File: src/rtl/dm_delay_line_ctrl.sv
// -----------------------------------------------------------------------------
// dm_delay_line_ctrl
//
// Tap-adjust sequencer for the per-lane IOD output delay line on the DDR3
// DM/DQ lanes. It takes load / increment-by-N / decrement-by-N commands from
// the training engine and turns them into spaced single-tap strobes. It also
// tracks the current tap and aborts on a bound violation or when the IOD
// reports out-of-range.
//
// Optional build macro:
//   DM_DLY_CTRL_OOR_SYNC_EN - route DELAY_LINE_OUT_OF_RANGE through a 2-flop
//                             synchronizer before use (needs MOVE_GAP >= 3).
//                             An OOR that arrives late is also sampled in
//                             DONE. Undefined: the flag is used directly.
//
// Ports:
//   FAB_CLK                  fabric clock, rising edge
//   ARST_N                   asynchronous active-low reset
//   req_valid / req_ready    command handshake (ready only while idle)
//   req_op                   00=LOAD 01=INC 10=DEC 11=NOP
//   req_count                taps to move for INC/DEC
//   done                     one-cycle completion pulse (success or error)
//   err                      sticky error, cleared when a command is accepted
//   cur_tap                  tracked delay-line tap
//   DELAY_LINE_LOAD          load strobe to the IOD
//   DELAY_LINE_MOVE          single-tap move strobe to the IOD
//   DELAY_LINE_DIRECTION     1=increment, 0=decrement
//   DELAY_LINE_OUT_OF_RANGE  IOD out-of-range flag
// -----------------------------------------------------------------------------
module dm_delay_line_ctrl #(
  parameter int TAP_W    = 8,
  parameter int TAP_MAX  = 127,
  parameter int LOAD_TAP = 1,
  parameter int MOVE_GAP = 4
) (
  input  logic             FAB_CLK,
  input  logic             ARST_N,
  input  logic             req_valid,
  output logic             req_ready,
  input  logic [1:0]       req_op,
  input  logic [TAP_W-1:0] req_count,
  output logic             done,
  output logic             err,
  output logic [TAP_W-1:0] cur_tap,
  output logic             DELAY_LINE_LOAD,
  output logic             DELAY_LINE_MOVE,
  output logic             DELAY_LINE_DIRECTION,
  input  logic             DELAY_LINE_OUT_OF_RANGE
);

  localparam int GAP_W = $clog2(MOVE_GAP + 1);

  localparam logic [1:0] OP_LOAD = 2'b00;
  localparam logic [1:0] OP_INC  = 2'b01;
  localparam logic [1:0] OP_DEC  = 2'b10;

  typedef enum logic [2:0] {
    S_IDLE  = 3'd0,
    S_LD    = 3'd1,
    S_SETUP = 3'd2,
    S_MV    = 3'd3,
    S_GAP   = 3'd4,
    S_DONE  = 3'd5
  } state_t;

  state_t           state_q, state_d;
  logic [TAP_W-1:0] cur_tap_q, cur_tap_d;
  logic [TAP_W-1:0] rem_q, rem_d;
  logic [GAP_W-1:0] gap_q, gap_d;
  logic             dir_q, dir_d;
  logic             err_q, err_d;
  logic             move_q, move_d;
  logic             load_q, load_d;
  logic             done_q, done_d;
  logic             ready_q, ready_d;

  logic             oor;
  logic             accept;
  logic [TAP_W:0]   inc_sum;
  logic             inc_viol;
  logic             dec_viol;

`ifdef DM_DLY_CTRL_OOR_SYNC_EN
  logic oor_s1_q, oor_s2_q;
  // Set once the command has issued strobes, so a late OOR seen in DONE is
  // only charged to a command that actually moved the line.
  logic moved_q, moved_d;

  always_ff @(posedge FAB_CLK or negedge ARST_N) begin
    if (!ARST_N) begin
      oor_s1_q <= 1'b0;
      oor_s2_q <= 1'b0;
    end else begin
      oor_s1_q <= DELAY_LINE_OUT_OF_RANGE;
      oor_s2_q <= oor_s1_q;
    end
  end

  assign oor = oor_s2_q;
`else
  assign oor = DELAY_LINE_OUT_OF_RANGE;
`endif

  assign accept = req_valid & ready_q;

  // Bound checks are done one bit wider so the sum cannot wrap.
  assign inc_sum  = {1'b0, cur_tap_q} + {1'b0, req_count};
  assign inc_viol = inc_sum > (TAP_W + 1)'(TAP_MAX);
  assign dec_viol = req_count > cur_tap_q;

  always_comb begin
    state_d   = state_q;
    cur_tap_d = cur_tap_q;
    rem_d     = rem_q;
    gap_d     = gap_q;
    dir_d     = dir_q;
    err_d     = err_q;
`ifdef DM_DLY_CTRL_OOR_SYNC_EN
    moved_d   = moved_q;
`endif

    case (state_q)
      S_IDLE: begin
        if (accept) begin
          err_d = 1'b0;
          rem_d = req_count;
`ifdef DM_DLY_CTRL_OOR_SYNC_EN
          moved_d = 1'b0;
`endif
          case (req_op)
            OP_LOAD: state_d = S_LD;
            OP_INC, OP_DEC: begin
              if (req_count == '0) begin
                state_d = S_DONE;
              end else if ((req_op == OP_INC && inc_viol) ||
                           (req_op == OP_DEC && dec_viol)) begin
                state_d = S_DONE;
                err_d   = 1'b1;
              end else begin
                state_d = S_SETUP;
                dir_d   = (req_op == OP_INC);
`ifdef DM_DLY_CTRL_OOR_SYNC_EN
                moved_d = 1'b1;
`endif
              end
            end
            default: state_d = S_DONE;
          endcase
        end
      end

      S_LD: begin
        cur_tap_d = TAP_W'(LOAD_TAP);
        state_d   = S_DONE;
      end

      // DIRECTION is already valid here, one cycle ahead of the first MOVE.
      S_SETUP: state_d = S_MV;

      S_MV: begin
        cur_tap_d = dir_q ? (cur_tap_q + TAP_W'(1)) : (cur_tap_q - TAP_W'(1));
        rem_d     = rem_q - TAP_W'(1);
        gap_d     = GAP_W'(MOVE_GAP - 1);
        state_d   = S_GAP;
      end

      S_GAP: begin
        // The move that triggered OOR has already been counted in cur_tap.
        if (oor) begin
          err_d   = 1'b1;
          state_d = S_DONE;
        end else if (gap_q == '0) begin
          state_d = (rem_q != '0) ? S_MV : S_DONE;
        end else begin
          gap_d = gap_q - GAP_W'(1);
        end
      end

      S_DONE: begin
`ifdef DM_DLY_CTRL_OOR_SYNC_EN
        if (oor && moved_q) err_d = 1'b1;
`endif
        state_d = S_IDLE;
      end

      default: state_d = S_IDLE;
    endcase

    // Strobes are registered versions of the next state, so each is high
    // for exactly the cycles the FSM spends in the matching state.
    load_d  = (state_d == S_LD);
    move_d  = (state_d == S_MV);
    done_d  = (state_d == S_DONE);
    ready_d = (state_d == S_IDLE);
  end

  always_ff @(posedge FAB_CLK or negedge ARST_N) begin
    if (!ARST_N) begin
      state_q   <= S_IDLE;
      cur_tap_q <= TAP_W'(LOAD_TAP);
      rem_q     <= '0;
      gap_q     <= '0;
      dir_q     <= 1'b0;
      err_q     <= 1'b0;
      move_q    <= 1'b0;
      load_q    <= 1'b0;
      done_q    <= 1'b0;
      ready_q   <= 1'b1;
`ifdef DM_DLY_CTRL_OOR_SYNC_EN
      moved_q   <= 1'b0;
`endif
    end else begin
      state_q   <= state_d;
      cur_tap_q <= cur_tap_d;
      rem_q     <= rem_d;
      gap_q     <= gap_d;
      dir_q     <= dir_d;
      err_q     <= err_d;
      move_q    <= move_d;
      load_q    <= load_d;
      done_q    <= done_d;
      ready_q   <= ready_d;
`ifdef DM_DLY_CTRL_OOR_SYNC_EN
      moved_q   <= moved_d;
`endif
    end
  end

  assign req_ready            = ready_q;
  assign done                 = done_q;
  assign err                  = err_q;
  assign cur_tap              = cur_tap_q;
  assign DELAY_LINE_LOAD      = load_q;
  assign DELAY_LINE_MOVE      = move_q;
  assign DELAY_LINE_DIRECTION = dir_q;

endmodule

File: config.mk
export PLATFORM = sky130hd
export DESIGN_NAME = dm_delay_line_ctrl
export DESIGN_NICKNAME = d
export VERILOG_FILES = /design/src/rtl/dm_delay_line_ctrl.sv
export SDC_FILE = /design/constraint.sdc
export NUM_CORES = 1
export LEC_CHECK = 0
export CAP_MARGIN = 10
export CORE_ASPECT_RATIO = 1.25
export CORE_MARGIN = 1.5
export CORE_UTILIZATION = 51
export CTS_CLUSTER_DIAMETER = 150
export CTS_CLUSTER_SIZE = 12
export DETAILED_ROUTE_END_ITERATION = 8
export PLACE_DENSITY = 0.74
export SLEW_MARGIN = 20
export SYNTH_ARGS = -nofsm -noshare
export SYNTH_HDL_FRONTEND = slang
export SYNTH_SLANG_ARGS = --single-unit
File: constraint.sdc
create_clock -name FAB_CLK -period 2.44 [get_ports FAB_CLK]
set_input_delay 0.732 -clock FAB_CLK [delete_from_list [all_inputs] [get_ports FAB_CLK]]
set_output_delay 0.732 -clock FAB_CLK [all_outputs]
set_load 0.02 [all_outputs]
==> results.toml <==
[worst_setup_path]
path_class = "input pin to flop"
arrival_ns = 2.55
worstPathMaxFanout = 4
setup.worst_path.end_class = "flop"
cp.required_ns = 2.64
startpoint_type = "input pin"

[route]
avgViaCountPerCell = 5.725
wl_per_cell_microns = 16.19
vias = 2021
routed_wl_microns = 5715
first_pass_iters = 4
drc_errors = 0
drt_iter0_drc = 75
final_antenna_net_count = 0

[job]
cap_viol_max_count = 0

[timing]
clock.fmax_mhz = 426.1
hold_ws_ns = 0.4809
finalSetupTns_ns = 0
rsz0062_at_grt = "no"
fin_skew_ns = 0.008845
period_minus_slack_ns = 2.347
timing.slew.headroom = 0.6854
finalMaxSlewViolations = 0
setup-violations-final = 0
worst_pin_slew_ns = 0.4708
hold_violations = 0
fin_crit_sh = 0.9619
fin_ws_ns = 0.09307

[floorplan]
row_count = 26
die-area_sq_mm = 0.004677
core_sq_mm = 0.004099
die_w_microns = 61.47
die_h_microns = 76.09
boundaryPins = 28
start_util = 0.5317

[global_routing]
grt_usage = 0.2497
overflow = 0
grt_max_degree = 29
antenna_found_initial = 0
grt_pass1_wl_microns = 8880
grt_pass1_vias = 1993

[yosys]
yosysMostFrequentCell = "ha_1"
synth_top_area_share = 0.2985
synth_area_leaders = "dfrtp_1 (30%), ha_1 (17%), inv_1 (4.1%), nor2_1 (4.0%), a21oi_1 (3.4%)"
synth_seq_area_share = 0.3226
synth_edf_count = 0
syn_area_per_cell_sq_um = 9.120
synth_seq_cells = 28
async_reset_ff_frac = 1.000
yosysWarnings = 0
synth_top_cell_by_area = "dfrtp_1"
synthTopCellsByCount = "ha_1 (30), dfrtp_1 (26), inv_1 (24)"
syn_area_sq_mm = 0.002180
synth_nets = 285
synth_cell_type_count = 53
postSynthCellCount = 239
ys.flop_type = "dfrtp_1"

[worst_hold_path]
hold_path_class = "flop to flop"

[clocking]
htree_levels = 1
root_buffer = "clkbuf_8"
cts.sinks = 28
cts_hold_repair.buffers = 0
cts_buffers = 3
clkLatencyLatePin_ns = 0.28
clk_pin_slew_ns = 0.10
cts_tree = "yes"
clk_path_buf_depth = 2

[finish]
final_cell_area_sq_mm = 0.002917
n_antenna_cell = 0
drive_above_1_share = 0.2256
instances_no_fill = 353
final_nets = 344
syn2layout_area_growth_pct = 33.81

[placed_design]
place_congestion = 0.8956
dp_cells = 349
io_buffers = 27
hpwl_microns = 4279
pre_cts_slack_ns = -0.5313
place_area_sq_mm = 0.002726

[power]
clock_power_share = 0.106
swShare = 0.4377
p_leak_nw = 1.291
cellInternalPower_mw = 1.573
switching_power_mw = 1.225
comb_power_share = 0.597
seqPwrFrac = 0.297
vdd_drop_max_uv = 617.4
powerDensity_mw_per_mm2 = 959.2

[status]
status = "completed"
[power groups by stage]
| stage | Clock (mW) | Combinational, mW | Sequential (mW) |
|---|---|---|---|
| final | 0.297 | 1.67 | 0.832 |
| after CTS | 0.304 | 1.62 | 0.825 |
| after detailed placement | 0 | 1.55 | 0.831 |
| after floorplan | 0 | 1.00 | 0.854 |
| after global placement | 0 | 1.52 | 0.824 |
| after global routing | 0.321 | 1.82 | 0.852 |
[sequential cells by signal, indices dropped and copies added (netlist names)]
register and count:
DELAY_LINE_DIRECTION 1, err 1, req_ready 1, done 1
cur_tap 8, rem_q 8, DELAY_LINE_MOVE 1, state_q 3
DELAY_LINE_LOAD 1, gap_q 3
[worst max-delay path, cell delays in order]
cell           delay (ns)
dlygate4sd2_1        0.28
ha_4                 0.30
buf_4                0.11
nand4_1              0.13
a21oi_2              0.19
o31ai_4              0.10
buf_4                0.16
a31o_2               0.28
nor4b_4              0.26
[cell families after synthesis]
| family | Yosys count | synth area share |
|---|---|---|
| flops | 28 | 0.3226 |
| mux | 2 | 0.009759 |
| compound gates | 64 | 0.2078 |
| xor+xnor | 5 | 0.02010 |
| simple gates | 79 | 0.1923 |
| buf+inv | 29 | 0.05683 |
| fa+ha+maj | 32 | 0.1906 |
[routing by layer]
metal	track usage	up-vias	wire length (microns)
met5	0	-	0
li1	-	980	-
met3	0.02716	8	134
met1	0.3047	996	2417
met4	0.06170	0	73
met2	0.4500	37	3090
[cell type report]
type                       count  area [sq um]
clock buffer                   4         55.05
fill                         333          1182
inverter                      24         90.09
multi-input combinational    182          1489
sequential                    28         704.4
tap                           56         70.07
timing repair buffer          59         508.0
[path summary, 6_finish.rpt]
kind	to	slack (ns)	depth (start not counted)	start
max	req_ready$_DFF_PN1_	0.09	9	req_count[5]
min	gap_q[0]$_DFFE_PN0P_	0.48	1	gap_q[0]$_DFFE_PN0P_
max reg2reg	cur_tap[7]$_DFFE_PN0P_	0.13	8	DELAY_LINE_DIRECTION$_DFFE_PN0P_
min reg2reg	gap_q[0]$_DFFE_PN0P_	0.48	1	gap_q[0]$_DFFE_PN0P_
max in group asynchronous	cur_tap[0]$_DFFE_PN1P_	1.30	2	ARST_N
min in group asynchronous	state_q[1]$_DFF_PN0_	0.82	2	ARST_N
[cells in the final DEF (no fill, tap or decap), types with 3 or more instances in the layout]
master and count:
a21oi_1 14, a211oi_1 5, o22ai_1 3, clkdlybuf4s50_1 19, clkbuf_8 4, inv_1 24, o21ai_0 10, nor2b_1 5
ha_1 21, ha_4 7, dfrtp_1 25, dlygate4sd2_1 5, buf_4 32, nor2_1 23, nor3_1 10, nand4_1 5
nand2_1 14, xor2_1 3, o21a_1 4, nand3_1 4, nor4_1 3, nor4_2 3
[timing repair]
action / in CTS / in global routing
setup buffers: 0 / 0
pin swaps: 10 / 3
resized for setup: 23 / 5
endpoints found under the setup margin: 9 / 7
[per-stage QoR]
step           utilization  power [mW]
4_1_cts             0.7033       2.751
3_3_place_gp        0.6651       2.342
6_report            0.7115       2.798
5_1_grt             0.7115       2.992
2_1_floorplan            -       1.856
3_5_place_dp        0.6651       2.380
(Power assumes the default switching activity.)
